==> config.mk <==
export PLATFORM = sky130hd
export DESIGN_NAME = cacheline_adaptor
export DESIGN_NICKNAME = d
export VERILOG_FILES = /design/src/rtl/cache_adaptor_pkg.sv /design/src/rtl/cacheline_adaptor.sv
export SDC_FILE = /design/constraint.sdc
export NUM_CORES = 1
export LEC_CHECK = 0
export CORE_MARGIN = 2
export CORE_UTILIZATION = 41
export CTS_CLUSTER_DIAMETER = 40
export DETAILED_ROUTE_END_ITERATION = 10
export PLACE_DENSITY = 0.67
export SLEW_MARGIN = 20
export SYNTH_ARGS = -nofsm -noshare
export SYNTH_HDL_FRONTEND = slang
export SYNTH_SLANG_ARGS = --single-unit
==> constraint.sdc <==
create_clock -name clk -period 3.27 [get_ports clk]
set_input_delay 0.654 -clock clk [delete_from_list [all_inputs] [get_ports clk]]
set_output_delay 0.654 -clock clk [all_outputs]
set_load 0.01 [all_outputs]
==> src/rtl/cache_adaptor_pkg.sv <==
// Shared types and sizing for the cache-line <-> 64-bit burst adaptor.
// The burst geometry is fixed here; BEATS is derived from the two widths.
package cache_adaptor_pkg;

  localparam int ADDR_W   = 32;
  localparam int LINE_W   = 256;
  localparam int BURST_W  = 64;
  localparam int BEATS    = LINE_W / BURST_W;
  localparam int OFFSET_W = 5;
  localparam int CNT_W    = $clog2(BEATS);

  localparam logic [CNT_W-1:0]  LAST_BEAT = CNT_W'(BEATS - 1);
  localparam logic [ADDR_W-1:0] LINE_MASK = {{(ADDR_W - OFFSET_W){1'b1}}, {OFFSET_W{1'b0}}};

  typedef logic [LINE_W-1:0]  line_t;
  typedef logic [BURST_W-1:0] beat_t;

  typedef enum logic [2:0] {
    IDLE,
    RD_BURST,
    RD_DONE,
    WR_BURST,
    WR_DONE
  } adaptor_state_t;

endpackage

==> src/rtl/cacheline_adaptor.sv <==
// Turns one 256-bit cache-line request into a 4-beat 64-bit memory burst.
// Reads gather beats into a line; writes slice a latched line into beats.
module cacheline_adaptor
  import cache_adaptor_pkg::*;
(
  input  logic              clk,
  input  logic              reset_n,
  input  logic [LINE_W-1:0] line_i,
  output logic [LINE_W-1:0] line_o,
  input  logic [ADDR_W-1:0] address_i,
  input  logic              read_i,
  input  logic              write_i,
  output logic              resp_o,
  input  logic [BURST_W-1:0] burst_i,
  output logic [BURST_W-1:0] burst_o,
  output logic [ADDR_W-1:0] address_o,
  output logic              read_o,
  output logic              write_o,
  input  logic              resp_i
);

  adaptor_state_t   state;
  logic [CNT_W-1:0] cnt;
  logic [CNT_W-1:0] next_cnt;
  line_t            line_buf;
  line_t            gathered;

  // The final read beat is merged here so line_o is complete in RD_DONE.
  always_comb begin
    next_cnt = cnt + 1'b1;
    gathered = line_buf;
    gathered[BURST_W*cnt +: BURST_W] = burst_i;
  end

  always_ff @(posedge clk or negedge reset_n) begin
    if (!reset_n) begin
      state     <= IDLE;
      cnt       <= '0;
      line_buf  <= '0;
      line_o    <= '0;
      burst_o   <= '0;
      address_o <= '0;
      read_o    <= 1'b0;
      write_o   <= 1'b0;
      resp_o    <= 1'b0;
    end else begin
      resp_o <= 1'b0;
      unique case (state)
        IDLE: begin
          if (write_i) begin
            address_o <= address_i & LINE_MASK;
            line_buf  <= line_i;
            burst_o   <= line_i[BURST_W-1:0];
            cnt       <= '0;
            write_o   <= 1'b1;
            state     <= WR_BURST;
          end else if (read_i) begin
            address_o <= address_i & LINE_MASK;
            cnt       <= '0;
            read_o    <= 1'b1;
            state     <= RD_BURST;
          end
        end
        RD_BURST: begin
          if (resp_i) begin
            line_buf <= gathered;
            if (cnt == LAST_BEAT) begin
              line_o <= gathered;
              read_o <= 1'b0;
              resp_o <= 1'b1;
              state  <= RD_DONE;
            end else begin
              cnt <= next_cnt;
            end
          end
        end
        RD_DONE: state <= IDLE;
        WR_BURST: begin
          // burst_o only advances on an accepted beat, so memory may stall freely.
          if (resp_i) begin
            if (cnt == LAST_BEAT) begin
              write_o <= 1'b0;
              resp_o  <= 1'b1;
              state   <= WR_DONE;
            end else begin
              cnt     <= next_cnt;
              burst_o <= line_buf[BURST_W*next_cnt +: BURST_W];
            end
          end
        end
        WR_DONE: state <= IDLE;
        default: state <= IDLE;
      endcase
    end
  end

endmodule

# Yosys cells after proc, flatten, opt, wreduce, memory -nomap -nowiden
# Cells that the tools add are included.
# word_totals
ff_bits	616
inputBits	357
output_inout_bits	355
wordCells	74
# op_classes
add_sub_neg	2
eq_ne	14
n_shift	3
muxes	32
n_reduce_logical	14
# op_table
op	count
$mux W256	2
$pmux W256 S2	1
$bwmux W256	1
$shift A64 B34 Y256 const A	1
$shiftx A256 B9 Y64	1
$shiftx A64 B34 Y256	1
$mux W64	3
$pmux W64 S2	1
$mux W32	2
$neg A8 Y34	1
$mux W3	6
$ne A2 B2 Y1 const B	9
$reduce_and A4 Y1	3
$reduce_and A5 Y1	2
$pmux W3 S3	1
$mux W1	8
$mux W2	4
$reduce_bool A2 Y1	4
$reduce_and A3 Y1	2
$pmux W1 S2	2
$pmux W2 S2	1
$eq A3 B1 Y1 const B	1
$eq A3 B2 Y1 const B	1
$logic_not A3 Y1	1
other kinds (6)	6

# Depth between registers and ports, before layout
# Gate-level depths: netlist of run 1.
# logic_depth
depth_word	5
mapped_depth	10
ltp_nobuf	5

# Worst setup path before layout of run 1
# No wires, ideal clock.
# synth_path
path_kind	register to register
startpoint	register cnt[0]
endpoint	register line_buf[162]
setup_ps	126
t_arrival_ps	2456
required_ps	3144
setup_slack_ps	688
stages_incl_launch_ff	11
path_buffers	5
period_less_slack_ps	2582
cell_sequence	dfrtp_1 buf_4 buf_2 clkbuf_1 inv_1 ha_1 and4bb_2 and3_1 buf_2 buf_2 a221o_1
# synth_between
elab_chain_len	5
elab_cells_between_ends	6
cone_classes	1 x add/sub; 2 x shift; 3 x mux
# synth_lines
element	line_no	text
start: declaration	cacheline_adaptor.sv:23	logic [CNT_W-1:0] cnt;
start signal: assignment	cacheline_adaptor.sv:73	cnt <= next_cnt;
start signal: assignment	cacheline_adaptor.sv:86	cnt <= next_cnt;
$neg A8 Y34 *	cacheline_adaptor.sv:32	gathered[BURST_W*cnt +: BURST_W] = burst_i;
$shiftx A64 B34 Y256 / $shift A64 B34 Y256 (equally long branches)	cacheline_adaptor.sv:32	
$bwmux W256 *	cacheline_adaptor.sv:32	
$mux W256 *	cacheline_adaptor.sv:65	if (resp_i) begin
$pmux W256 S2 *	cacheline_adaptor.sv:48	unique case (state)
end signal: assignment	cacheline_adaptor.sv:52	line_buf <= line_i;
end signal: assignment	cacheline_adaptor.sv:66	line_buf <= gathered;
end: declaration	cacheline_adaptor.sv:25	line_t line_buf;
# Every way passes the cells marked *; elsewhere a longest branch is shown, timed or not. The select of a mux whose other input is x is not followed.
# A chain may end at the register's enable or synchronous reset.

# Final worst setup path of run 1
# layout_path
startpoint	register state[2]
endpoint	register line_buf[27]
# layout_between
elab_chain_len	3
elab_cells_between_ends	7
cone_classes	3 x eq/ne; 1 x mux; 3 x reduce/logical
# layout_lines
element	line_no	text
start: declaration	cacheline_adaptor.sv:22	adaptor_state_t state;
start signal: assignment	cacheline_adaptor.sv:37	state <= IDLE;
start signal: assignment	cacheline_adaptor.sv:56	state <= WR_BURST;
start signal: assignment	cacheline_adaptor.sv:61	state <= RD_BURST;
$eq A3 B1 Y1 / $logic_not A3 Y1 (equally long branches)	cacheline_adaptor.sv:48	
$ne A2 B2 Y1 (no line) / $reduce_bool A2 Y1 (equally long branches)	n/a	
$reduce_and A3 Y1 (no line)	n/a	
# Parallel ways exist; a longest one is shown, timed or not.

==> flow_summary.json, run 1 <==
{
  "yosysTopAreaCell": "dfrtp_1",
  "synthFlopType": "dfrtp_1",
  "rsz0062_at_grt": "false",
  "rows": 102,
  "timing.final.hold_violations": 0,
  "synthCells": 3119,
  "core_area_sq_um": 77600,
  "ys_seq_area_share_pct": 47.5,
  "cts_hold_buffers": 0,
  "cts_buffer_depth": 3,
  "run_status": "completed",
  "critPathTopFamily": "flip-flops",
  "drt-vias-per-instance": 6.43,
  "syn2layout_area_growth_pct": 38.0,
  "clock.fmax_ghz": 0.403,
  "critPathMaxFanout": 34,
  "hold_path_class": "in2async",
  "worst_pin_slew_ps": 1040,
  "irDropWorstVdd_v": 0.000750,
  "synth_edf_count": 0,
  "grtUsageTotal_pct": 33.7,
  "io_buffers": 701,
  "critPathCaptureType": "flip-flop",
  "io_pins": 712,
  "fin_util_pct": 57.3,
  "crit_type": "reg2reg",
  "synth_most_common_cell": "dfrtp_1",
  "yosys.cell_types.count": 53,
  "cts-root-buf": "clkbuf_16",
  "hold_ws_ps": 34.0,
  "grt_overflow": 0,
  "cts_made_buffers": 103,
  "slowest_stage": "dfrtp_1",
  "dieArea_sq_um": 80800,
  "antenna_left": 0,
  "period_share_pct": 76.0,
  "postCtsResizedCells": 0,
  "tns_ps": 0,
  "drcViolationCount": 0,
  "vias": 31071,
  "worst_slack_ps": 786,
  "power_mw": 51.2,
  "synth_seq_cells": 611,
  "die_x_um": 284,
  "synth_warnings": 0,
  "grt_first_pass_wirelength_um": 208000,
  "cellLeakagePower_nw": 17.7,
  "layout-drive-gt1-share_pct": 11.2,
  "synth_common_cells": "dfrtp_1 (611), o21ai_1 (514), nor2b_1 (220)",
  "setup_viol": 0,
  "arrival_ps": 3030,
  "worstPathCellList": "or3b_4, buf_4, a311oi_1, o31ai_1",
  "cts_setup_buffers": 0,
  "clock-sinks": 611,
  "avgSynthCellArea_sq_um": 10.3,
  "fp.dieH_um": 284,
  "slew_headroom_pct": 30.6,
  "antenna_found_initial": 28,
  "fin_area_sq_um": 44400,
  "grt_pass1_vias": 30861,
  "synth_area_leaders": "dfrtp_1 (47%), o21ai_1 (8.0%), mux4_2 (4.5%)",
  "critPathLaunchType": "flip-flop",
  "dp_slack_ps": 390,
  "power_density_nw_per_um2": 1150,
  "required_ps": 3810,
  "h-tree-depth": 3,
  "period_minus_slack_ps": 2480,
  "fin_skew_ps": 35.9,
  "grt_start_max_net_pins": 109,
  "worstSkewPairLatency_ps": 660,
  "drt_iter0_markers": 3550,
  "synth_top_cell_area_share_pct": 47.5,
  "hpwl_um": 89800,
  "cts.clk_slew.worst_paths_ps": 60,
  "drv_cap": 0,
  "syn_area_sq_um": 32200,
  "cp_num_buf_inv": 1,
  "dp.cells": 4617,
  "routed_wl_um": 140000,
  "placed_area_sq_um": 40700,
  "wl_per_cell_um": 28.9,
  "nNetsFinal": 4045,
  "synthArstFlopShare_pct": 100,
  "cts_tree": "done",
  "critPathMaxStageDelay_ps": 800,
  "firstDrtPassIters": 6,
  "place.gp.congestion": 0.914,
  "layout.cells.non_filler": 4834,
  "drv_slew": 0,
  "initial_core_util_pct": 41.5
}
## logic make-up after synthesis
logic type,Yosys count,share of synthesized area [%]
fa+ha+maj,6,0.233
simple gates,544,11.7
mux,194,8.62
other cells,1,0.0116
compound gates,1323,26.2
flops,611,47.5
buf+inv,440,5.81
## routing by layer
layer	wire, um	global-route usage (%)	vias up
li1	-	-	13087
met1	53500	44.0	15509
met2	64500	51.9	2049
met3	14200	7.72	420
met4	7740	18.7	6
met5	34	0	-
## power breakdown
part / switching (mW) / leakage, nW / internal, mW
sequential: 2.89 / 7.60 / 11.1
clock: 4.14 / 1.78 / 7.46
combinational: 14.2 / 8.32 / 11.4
## worst register-to-register path, stage by stage, from the launching register on
cell and delay [ps]:
dfrtp_1 800, or3b_4 760, buf_4 460, a311oi_1 90
o31ai_1 270
## cell type report
| type | instances | area, sq um |
|---|---|---|
| Fill cell | 6805 | 33200 |
| Multi-Input combinational cell | 2072 | 15300 |
| Sequential cell | 611 | 15300 |
| Timing Repair Buffer | 824 | 8500 |
| Clock buffer | 130 | 2870 |
| Tap cell | 1040 | 1300 |
| Clock inverter | 62 | 851 |
| Inverter | 70 | 264 |
| Antenna cell | 25 | 62.6 |
## final timing paths
path                                     from             to  slack, ps  depth (start not counted)
worst min-delay path                  reset_n     line_o[52]         30                          1
worst min register to register  address_o[27]  address_o[27]        490                          1
worst max-delay path                 state[2]   line_buf[27]        790                          4
worst max register to register       state[2]   line_buf[27]        790                          4
min in group clk                address_o[27]  address_o[27]        490                          1
max in group asynchronous             reset_n    burst_o[20]       2210                          2
## flip-flops by register name, summed over array words and instances, names as in the netlist
name       count
cnt            2
line_o       256
line_buf     256
state          3
resp_o         1
burst_o       64
address_o     27
write_o        1
read_o         1
## cells in the final DEF (no fill, tap or decap), drive strengths merged, types with 65 or more instances in the layout
cell type      count
clkdlybuf4s50    700
dfrtp            611
o21ai            582
nor2b            221
o22ai            166
clkbuf           130
buf              124
mux2i            103
a2bb2oi          101
a31oi             92
inv               81
nor2              68
a21oi             67
nor3b             67
and4b             65
and2              65
No activity file was read; power rests on OpenSTA's default activity.
==> inputs of run 2 (changes only) <==
clock period = 2.4 ns   (was 3.27 ns; I/O delays follow)
==> run 2 against run 1 <==
Hold slack better by 340 ps. Clock skew shrank 2.4 ps. Count of clock-buffer cells in the layout decreased by 2.
==> flow_summary.json, run 2 (synthesis gave the netlist of run 1 again) <==
{
  "layout.cells.non_filler": 4854,
  "p_seq_share_pct": 27.0,
  "cts_tree": "done",
  "critPathTopFamily": "buffers and inverters",
  "intPower_mw": 41.5,
  "power_density_nw_per_um2": 1560,
  "syn2layout_area_growth_pct": 39.8,
  "cts.clk_slew.worst_paths_ps": 50,
  "cp.depth": 6,
  "drv_slew": 0,
  "hpwl_um": 92100,
  "h-tree-depth": 3,
  "crit_top_cell": "buf_4",
  "r2r-start": "state[0]",
  "grt_pass1_vias": 30718,
  "power_mw": 70.4,
  "irDropWorstVdd_v": 0.00141,
  "place.gp.congestion": 0.928,
  "r2r_slack_ps": 110,
  "p_sw_mw": 29.0,
  "cellLeakagePower_nw": 18.0,
  "routed_wl_um": 139000,
  "dieArea_sq_um": 80800,
  "worstSkewPairLatency_ps": 650,
  "cts_setup_buffers": 0,
  "run_status": "completed",
  "n_fill_cell": 6601,
  "cts_buffer_depth": 3,
  "drt-vias-per-instance": 6.41,
  "nNetsFinal": 4070,
  "reg_top3": "line_buf (256), line_o (256), burst_o (64)",
  "core_area_sq_um": 77600,
  "rows": 102,
  "clock.fmax_ghz": 0.437,
  "wl_per_cell_um": 28.7,
  "power_frac_comb_pct": 50.1,
  "io_pins": 712,
  "firstDrtPassIters": 6,
  "worst_pin_slew_ps": 783,
  "vias": 31097,
  "antenna_left": 0,
  "drcViolationCount": 0,
  "grt_first_pass_wirelength_um": 207000,
  "critPathMaxFanout": 50,
  "reg2reg_to": "line_buf[56]",
  "slew_headroom_pct": 47.8,
  "grt_start_max_net_pins": 133,
  "drv_cap": 0,
  "grtUsageTotal_pct": 33.6,
  "grt_overflow": 0,
  "drt_iter0_markers": 3807,
  "clock-sinks": 611,
  "cts_made_buffers": 107,
  "io_buffers": 701,
  "die_x_um": 284,
  "slowest_stage": "dfrtp_1",
  "dp.cells": 4637,
  "sw_frac_of_total_pct": 41.1,
  "hold_path_class": "in2async",
  "antenna_found_initial": 20,
  "timing.final.hold_violations": 0,
  "cts-root-buf": "clkbuf_16",
  "fin_skew_ps": 33.5,
  "critPathLaunchType": "flip-flop",
  "required_ps": 2940,
  "final_common_cell": "clkdlybuf4s50_1",
  "cp_num_buf_inv": 3,
  "worstPathCellList": "buf_4, nor3b_4, buf_4, buf_12, nor2_1, o31ai_1",
  "rr_worst_depth": 6,
  "critPathCaptureType": "flip-flop",
  "mostFrequentLayoutCells": "clkdlybuf4s50_1 (700), dfrtp_1 (609), o21ai_1 (513)",
  "initial_core_util_pct": 41.5,
  "rsz0062_at_grt": "false",
  "crit_type": "reg2reg",
  "period_share_pct": 95.4,
  "critPathMaxStageDelay_ps": 400,
  "setup_viol": 0,
  "fp.dieH_um": 284,
  "arrival_ps": 2830,
  "period_minus_slack_ps": 2290,
  "power.share.clock_pct": 22.9,
  "layout-drive-gt1-share_pct": 12.0
}
run 2: cell count changes in the layout (fill, tap and decap cells not counted), sizes merged:
| cell | change |
|---|---|
| buf | +20 |
| bufinv | +1 |
| clkbuf | -2 |
| clkinv | +12 |
| clkinvlp | -2 |
| diode | -9 |
| dlygate4sd3 | +1 |
| inv | -1 |
run 2: routing by layer:
| layer | global-route usage, % | wire, um |
|---|---|---|
| met1 | 44.3 | 53500 |
| met2 | 51.5 | 63900 |
| met3 | 7.18 | 13900 |
| met4 | 18.9 | 7940 |
| met5 | 0 | 51 |
run 2: how the worst max path moves through the flow:
stage / start / end
after detailed placement: write_i / burst_o[62]
after floorplan: cnt[0] / line_buf[162]
final: state[0] / line_buf[56]
after global routing: cnt[0] / line_o[229]
after CTS: cnt[0] / burst_o[46]
after global placement: write_i / line_buf[139]
run 2: what timing repair did:
item | 4_1_cts | 5_1_grt
endpoints found under the hold margin | 24 | 0
gates resized for setup | 0 | 0
hold buffers | 1 | 0
run 2: worst reg2reg max path: cells and delay by family (launching register included):
kind / cells / cell delay [ps]
and+or+nand+nor: 2 / 520
DFF: 1 / 400
AOI/OAI and AO/OA: 1 / 230
buffers and inverters: 3 / 1030
run 2: power by group through the flow:
stage               sequential, mW  combinational, mW  clock, mW
global placement              18.8               34.3          0
finish                        19.0               35.3       16.2
detailed placement            18.9               34.7          0
CTS                           18.9               34.9       16.3
global route                  19.5               37.3       16.8
floorplan                     18.8               18.9          0
run 2: metrics by stage:
| stage | TNS [ps] | utilization [%] | hold slack (ps) | cell area [sq um] | setup WS (ps) |
|---|---|---|---|---|---|
| 2_1_floorplan | 0 | - | 184 | 32200 | 55.1 |
| 3_3_place_gp | -8160 | 53.0 | 452 | 41200 | -194 |
| 3_5_place_dp | 0 | 53.0 | 455 | 41200 | 98.5 |
| 4_1_cts | 0 | 58.0 | 354 | 45000 | 120 |
| 5_1_grt | 0 | 58.0 | 380 | 45000 | 23.1 |
| 6_report | 0 | 58.1 | 373 | 45000 | 111 |
run 2: cell type report:
| cell class | instances | area (sq um) | share of cell area (%) |
|---|---|---|---|
| inverter | 70 | 264 | 0.586 |
| clock buffer | 128 | 2890 | 6.41 |
| tap | 1040 | 1300 | 2.89 |
| multi-input combinational | 2072 | 15300 | 34.0 |
| timing repair buffer | 845 | 9010 | 20.0 |
| sequential | 611 | 15300 | 34.0 |
| antenna | 16 | 40.0 | 0.0889 |
| clock inverter | 72 | 951 | 2.11 |
